### src/rtl/req_dispatch_if.sv
// Upstream and downstream request/acknowledge bundle for the one-to-N dispatcher.
// slave is the dispatcher's view; master is the view of whatever drives it.
interface req_dispatch_if #(
  parameter int N  = 8,
  parameter int DW = 8,
  parameter int AW = 3
);
  logic            mode_i;
  logic            req_i;
  logic [DW-1:0]   data_i;
  logic [AW-1:0]   dest_i;
  logic            ack_i;
  logic [N-1:0]    req_o;
  logic [N*DW-1:0] data_o;
  logic [N-1:0]    ack_o;

  modport slave (
    input  mode_i, req_i, data_i, dest_i, ack_o,
    output ack_i, req_o, data_o
  );

  modport master (
    output mode_i, req_i, data_i, dest_i, ack_o,
    input  ack_i, req_o, data_o
  );
endinterface

### src/rtl/req_dispatch.sv
// One-to-N request dispatcher: steers each upstream word into a one-entry slot
// per downstream channel, chosen by explicit destination or round-robin scan.
module req_dispatch #(
  parameter int N  = 8,
  parameter int DW = 8,
  parameter int AW = 3
) (
  input  logic          clk,
  input  logic          rstn,
  req_dispatch_if.slave bus,
  output logic          busy,
  output logic [7:0]    drop_cnt
);
  logic [N-1:0]    req_q, req_d, free;
  logic [N*DW-1:0] data_q, data_d;
  logic [AW-1:0]   ptr_q, ptr_d, tgt;
  logic [7:0]      drop_q, drop_d;
  logic            hit, dest_ok, fill, drop;
  int              idx;

  // A slot accepts a new word if empty or if it drains on this same edge.
  assign free    = ~req_q | bus.ack_o;
  assign dest_ok = int'(bus.dest_i) < N;

  always_comb begin
    hit = 1'b0;
    tgt = '0;
    idx = 0;
    if (bus.mode_i) begin
      for (int i = 0; i < N; i++) begin
        idx = int'(ptr_q) + i;
        if (idx >= N) idx = idx - N;
        if (!hit && free[idx]) begin
          hit = 1'b1;
          tgt = idx[AW-1:0];
        end
      end
    end else if (dest_ok) begin
      tgt = bus.dest_i;
      hit = free[bus.dest_i];
    end
  end

  // Invalid routed destinations are acknowledged and discarded.
  assign drop       = bus.req_i & ~bus.mode_i & ~dest_ok;
  assign fill       = bus.req_i & hit;
  assign bus.ack_i  = fill | drop;

  always_comb begin
    ptr_d = ptr_q;
    if (fill && bus.mode_i)
      ptr_d = (int'(tgt) == N - 1) ? '0 : tgt + 1'b1;
  end

  assign drop_d = (drop && drop_q != 8'hFF) ? drop_q + 8'd1 : drop_q;

  for (genvar gi = 0; gi < N; gi++) begin : g_slot
    logic load;
    assign load = fill && (tgt == AW'(gi));
    assign req_d[gi] = load | (req_q[gi] & ~bus.ack_o[gi]);
    assign data_d[gi*DW +: DW] = load ? bus.data_i : data_q[gi*DW +: DW];
  end

  always_ff @(posedge clk or negedge rstn) begin
    if (!rstn) begin
      req_q  <= '0;
      data_q <= '0;
      ptr_q  <= '0;
      drop_q <= '0;
    end else begin
      req_q  <= req_d;
      data_q <= data_d;
      ptr_q  <= ptr_d;
      drop_q <= drop_d;
    end
  end

  assign bus.req_o  = req_q;
  assign bus.data_o = data_q;
  assign busy       = |req_q;
  assign drop_cnt   = drop_q;
endmodule

### src/flat_wrapper.sv
// flat-port wrapper written by rule: the top's interface ports become plain ports
module req_dispatch_flat 
#(
  parameter int N  = 8,
  parameter int DW = 8,
  parameter int AW = 3
)
  (clk, rstn, busy, drop_cnt, bus_mode_i, bus_req_i, bus_data_i, bus_dest_i, bus_ack_o, bus_ack_i, bus_req_o, bus_data_o);
  req_dispatch_if #(.N(N), .DW(DW), .AW(AW)) bus_i ();
  input  logic clk;
  input  logic rstn;
  output logic busy;
  output logic [7:0] drop_cnt;
  input wire logic [$bits(bus_i.mode_i)-1:0] bus_mode_i;
  input wire logic [$bits(bus_i.req_i)-1:0] bus_req_i;
  input wire logic [$bits(bus_i.data_i)-1:0] bus_data_i;
  input wire logic [$bits(bus_i.dest_i)-1:0] bus_dest_i;
  input wire logic [$bits(bus_i.ack_o)-1:0] bus_ack_o;
  output wire logic [$bits(bus_i.ack_i)-1:0] bus_ack_i;
  output wire logic [$bits(bus_i.req_o)-1:0] bus_req_o;
  output wire logic [$bits(bus_i.data_o)-1:0] bus_data_o;
  assign bus_i.mode_i = bus_mode_i;
  assign bus_i.req_i = bus_req_i;
  assign bus_i.data_i = bus_data_i;
  assign bus_i.dest_i = bus_dest_i;
  assign bus_i.ack_o = bus_ack_o;
  assign bus_ack_i = bus_i.ack_i;
  assign bus_req_o = bus_i.req_o;
  assign bus_data_o = bus_i.data_o;
  req_dispatch #(.N(N), .DW(DW), .AW(AW)) u_core (.clk(clk), .rstn(rstn), .bus(bus_i), .busy(busy), .drop_cnt(drop_cnt));
endmodule
### config.mk
export PLATFORM = sky130hd
export DESIGN_NAME = req_dispatch_flat
export DESIGN_NICKNAME = d
export VERILOG_FILES = /design/src/rtl/req_dispatch_if.sv /design/src/rtl/req_dispatch.sv /design/src/flat_wrapper.sv
export SDC_FILE = /design/constraint.sdc
export NUM_CORES = 1
export LEC_CHECK = 0
export ABC_AREA = 0
export CAP_MARGIN = 20
export CORE_ASPECT_RATIO = 0.8
export CORE_MARGIN = 2
export CORE_UTILIZATION = 50
export DETAILED_ROUTE_END_ITERATION = 7
export PLACE_DENSITY_LB_ADDON = 0.25
export SLEW_MARGIN = 10
export SYNTH_ARGS = -nofsm -noshare
export SYNTH_HDL_FRONTEND = slang
export SYNTH_SLANG_ARGS = --single-unit
### constraint.sdc
create_clock -name clk -period 5 [get_ports clk]
set_input_delay 1 -clock clk [delete_from_list [all_inputs] [get_ports clk]]
set_output_delay 1 -clock clk [all_outputs]
set_load 0.01 [all_outputs]
# Word-level counts from Yosys, hierarchy flattened
# Cells that the tools add are included.
# word_totals
register_bits	75
in_bits	23
out_inout_bits	82
wordCells	171
# classes
n_addsub	16
order_cmp	17
eq_ne	8
n_mux	68
bitwise	27
reduce_logical	25
# op_table
cell	count
$mux W32	16
$lt A32 B5 Y1 const B	8
$ge A32 B5 Y1 const B	7
$sub A32 B5 Y32 const B	7
$mux W1	33
$mux W3	10
$bmux W1 S3	9
$add A3 B3 Y4 const B	4
$logic_and A1 B1 Y1	16
$eq A3 B3 Y1 const B	4
$and A1 B1 Y1	9
$add A3 B2 Y4 const B	2
$not A1 Y1	8
$not A8 Y8	1
$or A1 B1 Y1	8
$or A8 B8 Y8	1
$reduce_or A8 Y1	1
$logic_not A1 Y1	7
$eq A3 B1 Y1 const B	2
$eq A3 B2 Y1 const B	2
$sub A3 B4 Y5 const B	1
$add A3 B1 Y4 const B	1
$ge A3 B4 Y1 const B	1
$lt A3 B4 Y1 const B	1
2 further kinds	2

# Longest topological paths before layout
# logic_depth
depth_word	39
ltp_mapped	18
ltp_nobuf	15

# Least setup slack after synthesis
# No wires, ideal clock.
# synth_timing
path_type	in2reg
from	input port bus_ack_o[7]
to	register u_core.data_q[56], in the netlist u_core.bus.data_o[56]
arrival_ns	4.347
path_slack_ns	0.529
cell_stages	12
n_path_buf	1
cell_sequence	nand2b_1 mux4_2 mux2i_4 nand4b_2 o221a_1 o311ai_4 and2_1 ha_1 inv_1 or3_1 clkbuf_1 mux2_2
# synth_between
elab_chain_cells	36
word_cells_on_any_way	69
# synth_rtl
element	line	text
from (decl)	flat_wrapper.sv:18	input wire logic [$bits(bus_i.ack_o)-1:0] bus_ack_o;
$or A8 B8 Y8 *	req_dispatch.sv:22	assign free = ~req_q | bus.ack_o;
$bmux W1 S3	req_dispatch.sv:33	if (!hit && free[idx]) begin
$mux W1 (not written as such) (2 in series)	req_dispatch.sv:33	
$mux W1	req_dispatch.sv:33	
$mux W1	req_dispatch.sv:29	if (bus.mode_i) begin
$logic_not A1 Y1	req_dispatch.sv:33	
$logic_and A1 B1 Y1	req_dispatch.sv:33	
$mux W1	req_dispatch.sv:33	
(+19 left out)	--	
$mux W1	req_dispatch.sv:33	
$mux W1	req_dispatch.sv:29	
$logic_not A1 Y1	req_dispatch.sv:33	
$logic_and A1 B1 Y1	req_dispatch.sv:33	
$mux W3 or $mux W1 (tied branches)	req_dispatch.sv:33	
$mux W3 or $mux W1 (tied branches)	req_dispatch.sv:29	
$eq A3 B3 Y1 or $and A1 B1 Y1 (tied branches)	req_dispatch.sv:59, req_dispatch.sv:46	
$logic_and A1 B1 Y1 *	req_dispatch.sv:59	assign load = fill && (tgt == AW'(gi));
to (signal assigned)	req_dispatch.sv:72	data_q <= data_d;
to (decl)	req_dispatch.sv:15	logic [N*DW-1:0] data_q, data_d;
# Mark *: on every way between the ends. The rest lies on a longest branch, timed or not. The select of a mux whose other input is x is not followed.
# A chain may end at the register's enable or synchronous reset.

# Final worst setup path
# layout_timing
from	input port bus_ack_o[3]
to	output port bus_ack_i
# layout_between
elab_chain_cells	35
word_cells_on_any_way	58
# layout_rtl
element	line	text
$or A8 B8 Y8 *	req_dispatch.sv:22	
$bmux W1 S3	req_dispatch.sv:33	
$mux W1 (not written as such) (2 in series)	req_dispatch.sv:33	
$mux W1	req_dispatch.sv:33	
$mux W1	req_dispatch.sv:29	
$logic_not A1 Y1	req_dispatch.sv:33	
$logic_and A1 B1 Y1	req_dispatch.sv:33	
$mux W1	req_dispatch.sv:33	
(+18 left out)	--	
$logic_and A1 B1 Y1	req_dispatch.sv:33	
$mux W1	req_dispatch.sv:33	
$mux W1	req_dispatch.sv:29	
$logic_not A1 Y1	req_dispatch.sv:33	
$logic_and A1 B1 Y1	req_dispatch.sv:33	
$mux W1	req_dispatch.sv:33	
$mux W1 *	req_dispatch.sv:29	
$and A1 B1 Y1 *	req_dispatch.sv:46	assign fill = bus.req_i & hit;
to (decl)	flat_wrapper.sv:19	output wire logic [$bits(bus_i.ack_i)-1:0] bus_ack_i;
# Marked as above.

==> results.yml <==
outcome:
  status: "finished, final reports clean"
critical_path:
  cp.arrival_ns: 3.85
  r2r_end: "u_core.bus.data_o[62]"
  startpoint: "bus_ack_o[3]"
  path_delay_family: "buffers and inverters"
  worst-r2r-setup-slack_ns: 0.74
  worst-endpoint-required_ns: 4.00
  start_kind: "input pin"
  endpoint_kind: "output pin"
  reg2reg_from: "u_core.ptr_q[0]"
  reg2regPathDepth: 15
  crit_end: "bus_ack_i"
  cpMaxStageDelayCell: "clkdlybuf4s50_1"
  worstSetupPathDepth: 9
  cp_common_cell: "clkdlybuf4s50_1"
  path_cells: "clkdlybuf4s50_1 -> nor2b_2 -> mux4_2 -> o211a_2 -> nand4b_4 -> nor2_1 -> a311o_1 -> inv_1 -> clkdlybuf4s50_1"
  max_stage_delay_ns: 0.55
  cp.buffers_inverters: 3
  path_max_fanout: 7
  criticalPathCategory: "input pin to output pin"
place:
  place.gp.congestion: 0.860
  portBuffers: 96
  placed_area_um2: 5370
  place_ws_ns: 0.0563
  dp_hpwl_um: 8770
synthesis:
  synth_area_um2: 4190
  synth_area_leaders: "dfrtp_1, mux2_2, mux4_2, mux2i_1, buf_4"
  synth_edf_count: 0
  synth.distinct_cells: 69
  yosys_most_used_dff: "dfrtp_1"
  ys_warn_count: 0
  synth_top_area_share_pct: 44.7
  syn_inst: 329
  syn_avg_cell_area_um2: 12.7
  yosysMostFrequentCell: "dfrtp_1"
  synth_top_cell_by_area: "dfrtp_1"
  synthArstFlopShare_pct: 100
  yosysSeqAreaShare_pct: 44.7
  synthTopCellsByCount: "dfrtp_1, mux2_2, nor2_1"
  ys_ff_latch: 75
routing:
  drcViolationCount: 0
  firstDrtPassIters: 4
  wl_per_cell_um: 21.1
  drtIter0Drc: 159
  vias: 3238
  wl_um: 11800
  final_antenna_net_count: 0
  avgViaCountPerCell: 5.78
cts:
  ctsHtreeMaxLevel: 3
  clk_pin_slew_ns: 0.07
  clock_sinks: 75
  cts_buffers: 9
  root_buffer: "clkbuf_8"
  tritoncts: "built"
  clk_path_buf_depth: 2
  clk_latency_ns: 0.33
grt:
  antenna_found_initial: 0
  globalRouteOverflowTotal: 0
  grt_usage_pct: 27.7
  grt_pass1_vias: 3364
  grt_max_degree: 46
  grt_pass1_wl_um: 19200
die:
  pin_count: 105
  die_x_um: 106
  die_area_um2: 9140
  core_area_um2: 8020
  start_util_pct: 52.3
  die_h_um: 85.9
  rows: 29
sta:
  fin_skew_ns: 0.00668
  hold_viol: 0
  slew_viol_final: 0
  worst_slack_ns: 0.146
  fin_tns_setup_ns: 0
  setup_viol_count_final: 0
  worst_pin_slew_ns: 0.649
  period_share_pct: 97.1
  hold_ws_ns: 0.491
  slew_headroom_pct: 56.7
  min_period_ns: 4.85
  rsz0062_at_grt: "no"
  max_freq_ghz: 0.206
cells_and_area:
  diodes: 0
  drive_gt1_share_pct: 32.1
  post-route-util_pct: 70.7
  final_cell_area_um2: 5670
  fin_nets: 474
  area_growth_pct: 35.2
pwr:
  power.leakage_nw: 2.32
  irDropWorstVdd_uv: 401
  p_per_area_nw_per_um2: 613
min_path:
  hold_path_class: "flop to flop"
flow_run:
  cap_violations: 0
==> final cells by class <==
class / count / area (um2)
Clock inverter: 4 / 97.6
Clock buffer: 11 / 151
Multi-Input combinational cell: 232 / 2220
Fill cell: 583 / 2350
Timing Repair Buffer: 119 / 1150
Sequential cell: 75 / 1880
Tap cell: 108 / 135
Inverter: 11 / 41.3
==> registers in the layout, indices dropped and copies added, names as in the netlist <==
name / cells
u_core.bus.data_o: 64
u_core.bus.req_o: 8
u_core.ptr_q: 3
==> layout by cell type (no fill, tap or decap), types with 3 or more instances in the layout <==
| cell type | count |
|---|---|
| or2_2 | 5 |
| mux2i_4 | 4 |
| clkdlybuf4s50_1 | 95 |
| ha_1 | 3 |
| o221ai_1 | 3 |
| mux2_1 | 3 |
| a211oi_1 | 3 |
| a21oi_1 | 4 |
| nor3_1 | 4 |
| buf_4 | 21 |
| nor2_1 | 15 |
| inv_2 | 3 |
| conb_1 | 8 |
| inv_1 | 8 |
| mux2_2 | 63 |
| dfrtp_1 | 75 |
| a21boi_0 | 3 |
| nand2b_1 | 9 |
| and2_1 | 3 |
| nor2b_1 | 8 |
| bufinv_16 | 3 |
| nand2_1 | 13 |
| clkbuf_8 | 11 |
| mux4_2 | 11 |
| mux2i_1 | 6 |
| a211oi_4 | 3 |
| o21ai_0 | 7 |
==> cells by family (layout without fill, tap and decap cells) <==
family                   count (synthesis)  count (layout)  share of synthesized area, %
flip-flops                              75              75                          44.7
adder cells (fa/ha/maj)                  3               3                         0.895
AND/OR/NAND/NOR                         79              79                          11.7
multiplexers                            88              88                          27.1
other                                    1               8                        0.0894
buffers and inverters                   29             145                          3.70
AO/OA/AOI/OAI                           50              50                          10.7
XOR/XNOR                                 4               4                          1.01
==> layer usage <==
metal / track usage [%] / share of wire, %
met1: 40.6 / 45
met5: 0 / 0
met2: 41.3 / 45
met3: 8.28 / 8.9
met4: 5.26 / 0.63
==> what timing repair did <==
item,CTS,global route
resized for setup,0,6
endpoints found under the setup margin,0,1
hold buffers,0,0
setup buffers,0,1
==> where the power goes <==
part           switching (mW)  internal (mW)  leakage [nW]
Combinational           0.818           1.00          1.28
Sequential              0.198          0.891         0.912
Clock                   0.209          0.356         0.122
Total                    1.22           2.25          2.32
==> stage by stage <==
| step | total power [mW] | std cells |
|---|---|---|
| floorplan | 1.99 | 336 |
| global placement | 2.83 | 543 |
| detailed placement | 2.87 | 543 |
| CTS | 3.45 | 558 |
| global route | 3.66 | 560 |
| finish | 3.48 | 560 |
==> worst min path at each step <==
stage | start | endpoint | slack, ns | cells after the start
finish | u_core.bus.data_o[48] | u_core.bus.data_o[48] | 0.49 | 1
global route | u_core.bus.data_o[41] | u_core.bus.data_o[41] | 0.52 | 1
CTS | u_core.bus.data_o[49] | u_core.bus.data_o[49] | 0.50 | 1
detailed placement | u_core.bus.data_o[49] | u_core.bus.data_o[49] | 0.48 | 1
global placement | u_core.bus.data_o[51] | u_core.bus.data_o[51] | 0.48 | 1
floorplan | u_core.bus.data_o[48] | u_core.bus.data_o[48] | 0.53 | 1
Power figures use the tool's default switching activity.
==> variant 1 (same settings) <==
`DW` is set to 8 in 3 places; all go to 6.
--- a/src/rtl/req_dispatch_if.sv
+++ b/src/rtl/req_dispatch_if.sv
@@ -4,3 +4,3 @@
   parameter int N  = 8,
-  parameter int DW = 8,
+  parameter int DW = 6,
   parameter int AW = 3
--- a/src/rtl/req_dispatch.sv
+++ b/src/rtl/req_dispatch.sv
@@ -4,3 +4,3 @@
   parameter int N  = 8,
-  parameter int DW = 8,
+  parameter int DW = 6,
   parameter int AW = 3
--- a/src/flat_wrapper.sv
+++ b/src/flat_wrapper.sv
@@ -4,3 +4,3 @@
   parameter int N  = 8,
-  parameter int DW = 8,
+  parameter int DW = 6,
   parameter int AW = 3
Ports: changed (resized bus_data_i and bus_data_o); port bits go from 105 to 87. No check against the original RTL was run, so the function may have changed too.
==> variant 1 against the original RTL <==
Power is 15% lower; routed wire length decreased by 18%; area after synthesis fell by 13%; cell area is 16% lower; die area shrank 12%; non-clock buffer count is 25 lower; sequential cell count fell by 16; sequential share of layout area fell by 2.0 points; setup slack got worse by 0.0034 ns; critical path type unchanged.
==> variant 1: results (changes against the original RTL) <==
Setup path
  – R2R Path Start: u_core.ptr_q[1]
  – Reg2reg path depth: 14 (-1)
  – Max FO, Critical Path: 7 (unchanged)
  – Top delay family on crit path: buffers and inverters
  – Crit path DAT: 3.86 ns (about the same)
  – R2r setup slk: 0.61 ns (-0.13 ns)
  – Crit end category: output pin
  – R2R Path End: u_core.bus.data_o[46]
  – Critical Path Start: bus_ack_o[3]
  – Critical Path Max Stage Delay: 0.56 ns
  – Worst setup path endpoint: bus_ack_i
  – CP max stage cell: clkdlybuf4s50_1

CTS
  – CTS root buf: clkbuf_8
  – Post-CTS Setup Bufs: 0 (unchanged)
  – Resize count post-CTS: 0 (unchanged)
  – Num CTS Buffers: 9 (unchanged)
  – Clock latency on the worst-skew pair: 0.33 ns (about the same)
  – CTS clk-pin slew, worst paths: 0.06 ns
  – CTS Buffer Depth: 2 (unchanged)
  – H-tree Lvls: 3 (unchanged)

Routing
  – Wire per inst: 20.2 um (-4.5%)
  – Detailed Route Iter0 Violations: 194 (+22%)
  – First-pass DRT Iterations: 5 (+1)
  – Detail-routed via count per cell: 5.92 (+2.3%)

STA
  – Worst Skew: 0.00782 ns (+0.00114 ns)
  – Slew HR: 51.8% (-4.9 points)

Global routing
  – Largest net degree at the start of global routing: 60 (+30%)
  – Vias in the first global route: 2,834 (-16%)
  – Grt ovf: 0 (unchanged)
  – Initial antenna violation count: 0 (unchanged)
  – Global-route wire length before repair: 15,600 um (-19%)
  – GRT Util Overall: 25.8% (-1.9 points)

Synthesis
  – Warnings from Yosys: 0 (unchanged)
  – Synth async-reset ratio: 100% (unchanged)
  – Distinct cells, synth: 73 (+5.8%)
  – Sequential share of the synthesized area: 40.4% (-4.3 points)
  – Area contributors post-synth: dfrtp_1 (40%), mux2_2 (9.6%), mux4_2 (6.8%)
  – Post-synth top flop: dfrtp_1
  – Post-synth top cells: dfrtp_1 (59), mux2_2 (31), nand2_1 (14), nor2_1 (14), mux2_1 (13)

Cells and area
  – Number of flip-flops in the largest register: 48 (-25%)
  – Nets: 414 (-13%)
  – Inserted Diodes: 0 (unchanged)
  – Layout cells sized above 1: 26.3% (-5.8 points)
  – Fillers: 528 (-9.4%)

Place
  – Port Buffer Count: 78 (-19%)
  – GP Congestion: 1.02 (+19%)
  – Post-DP Area: 4560 sq um (-15%)
  – DP Wirelength: 7280 um (-17%)

Pwr
  – IR Drop Worst-Case VDD: 0.403 mV (+0.29%)
  – Leakage: 1.95 nW (-16%)

Hold path
  – Hold crit path type: flop to flop

Status
  – Outcome: finished clean

Job
  – Number of max-cap violations: 0 (unchanged)
==> variant 1: cell count changes in the layout (fill, tap and decap cells not counted), moves of 3 or more <==
cell	before	now
buf_4	21	16
bufinv_16	3	0
clkbuf_1	0	3
clkdlybuf4s50_1	95	77
dfrtp_1	75	58
mux2_1	3	13
mux2_2	63	31
mux2_4	0	6
or2_1	0	3
or2_2	5	2
==> variant 1: layout make-up <==
class / instances / area [sq um] / share of cell area (%)
Multi-Input combinational cell: 215 / 2050 / 43.2
Sequential cell: 59 / 1480 / 31.1
Timing Repair Buffer: 94 / 896 / 18.9
Clock buffer: 14 / 163 / 3.42
Tap cell: 87 / 109 / 2.29
Inverter: 11 / 43.8 / 0.922
Clock inverter: 2 / 10.0 / 0.211
==> variant 1: cells by family after synthesis <==
family	after synthesis	synth area share [%]
compound gates	50	12.6
xor+xnor	4	1.17
fa+ha+maj	3	1.03
buf+inv	29	4.45
flops	59	40.4
mux	73	27.1
other cells	1	0.103
simple gates	77	13.1
==> variant 1: per-layer routing <==
layer | GRT usage [%] | up-vias | wire [um]
met2 | 38.5 | 170 | 4260
met1 | 36.8 | 1396 | 4380
met3 | 8.62 | 12 | 983
met4 | 5.07 | 0 | 93
met5 | 0 | - | 0
li1 | - | 1274 | -
==> variant 1: how the worst min path moves through the flow <==
| stage | from | endpoint | cells after the start |
|---|---|---|---|
| finish | u_core.bus.data_o[24] | u_core.bus.data_o[24] | 1 |
| global route | u_core.bus.data_o[5] | u_core.bus.data_o[5] | 1 |
| CTS | u_core.bus.data_o[24] | u_core.bus.data_o[24] | 1 |
| detailed placement | u_core.bus.data_o[24] | u_core.bus.data_o[24] | 1 |
| global placement | u_core.bus.data_o[26] | u_core.bus.data_o[26] | 1 |
| floorplan | u_core.bus.data_o[24] | u_core.bus.data_o[24] | 1 |
==> variant 1: where the power goes <==
part	total (mW)	internal [mW]	switching, mW
Combinational	1.70	0.915	0.785
Sequential	0.876	0.703	0.173
Clock	0.376	0.206	0.170
==> variant 1: per-stage QoR <==
stage	instances	util, %	power [mW]	setup WS, ns	hold slack (ns)
floorplan	303	-	1.83	0.566	0.529
global route	482	67.9	3.12	0.0203	0.513
finish	482	67.9	2.95	0.142	0.489
CTS	482	67.7	2.94	0.0843	0.496
global placement	466	65.3	2.52	0.0997	0.467
detailed placement	466	65.3	2.55	0.119	0.483
==> variant 2 (same flow settings) <==
Without the edit above. `data_q` no longer has a reset.
--- a/src/rtl/req_dispatch.sv
+++ b/src/rtl/req_dispatch.sv
@@ -66,3 +66,2 @@
       req_q  <= '0;
-      data_q <= '0;
       ptr_q  <= '0;
@@ -71,3 +70,2 @@
       req_q  <= req_d;
-      data_q <= data_d;
       ptr_q  <= ptr_d;
@@ -75,2 +73,6 @@
     end
+  end
+
+  always_ff @(posedge clk) begin
+    data_q <= data_d;
   end
Formal check against the unedited RTL: not equivalent (Yosys sat finds a counterexample within 4 cycles, from zero or initial values and one cycle with rstn low).
==> variant 2 against the original RTL <==
Sequential power fell by 24%; cell area fell by 9.9%; sequential cell count did not move; count of clock-buffer cells in the layout fell by 1; global-route usage fell by 3.4 points; synthesized cell count fell by 20%; routed wire length fell by 17%; combinational power fell by 40%; power fell by 32%; clock power fell by 20%; area after synthesis fell by 6.8%; setup slack improved by 0.081 ns; worst hold slack improved by 0.20 ns; critical endpoint unchanged; largest power group unchanged.
==> variant 2: results (changes against the original RTL) <==
Global routing
  – Vias in the first global route: 2,684 (-20%)
  – GRT Util Overall: 24.3% (-3.4 points)
  – Largest net degree at the start of global routing: 16 (-65%)
  – M3 GR Usage: 8.92% (+0.64 points)

Synthesis
  – Distinct cells, synth: 74 (+7.2%)
  – Post-synth top cells: edfxtp_1 (64), nor2_1 (14), nand2_1 (12)
  – Multiplexer share of the synthesized area: 14.6% (-13 points)
  – Post-Syn Instances: 264 (-20%)
  – Number of synthesized flops with an enable pin: 64 (+64)
  – Sequential share of the synthesized area: 56.2% (+11 points)
  – Post-synth top flop: edfxtp_1

Cells and area
  – Fillers: 542 (-7.0%)
  – Non-Filler Instances: 478 (-15%)
  – Nets: 394 (-17%)

STA
  – Worst-margin pin slew: 0.657 ns (+0.00787 ns)
  – Worst Skew: 0.00771 ns (+0.00102 ns)
  – Final hold slack: 0.688 ns (+0.197 ns)

Pwr
  – IR Drop Worst-Case VDD: 0.245 mV (-39%)

Hold path
  – Hold endpoint: u_core.bus.req_o[5]
  – Worst hold path startpoint: u_core.bus.req_o[5]

Setup path
  – Crit path DAT: 3.77 ns (-0.08 ns)
  – R2r setup slk: 0.77 ns (+0.03 ns)
  – Critical Path Max Stage Delay: 0.51 ns (-0.04 ns)
  – R2R Path End: u_core.bus.data_o[26]
  – Reg2reg path depth: 12 (-3)
  – Max FO, Critical Path: 8 (+1)

Place
  – Place WS: 0.255 ns (+0.199 ns)
  – Dpl cells: 462 (-15%)
  – Post-DP Area: 4910 sq um (-8.4%)

Routing
  – Detailed Route Iter0 Violations: 206 (+30%)
  – Wl on met1: 4380 um (-18%)
  – Final WL: 9810 um (-17%)

Status
  – Outcome: finished clean
## variant 2: final cells by class
type / instances / area [sq um] / share of cell area [%]
well taps: 105 / 131 / 2.57
repair buffers: 107 / 1040 / 20.4
clock inverters: 6 / 65.1 / 1.27
flip-flops and latches: 75 / 2200 / 43.0
multi-input cells: 165 / 1500 / 29.3
inverters: 10 / 45.0 / 0.882
clock buffers: 10 / 128 / 2.50
## variant 2: power groups by stage
stage	Clock (mW)	Sequential, mW	Combinational (mW)
final	0.450	0.823	1.10
after floorplan	0	0.833	0.783
after CTS	0.458	0.824	1.08
after global routing	0.486	0.832	1.18
after detailed placement	0	0.835	1.08
after global placement	0	0.835	1.07
## variant 2: worst max-delay path: cells and delay by family
| kind | cells | cell delay (ns) |
|---|---|---|
| AND/OR/NAND/NOR | 4 | 0.99 |
| multiplexers | 2 | 0.88 |
| buffers and inverters | 2 | 0.89 |
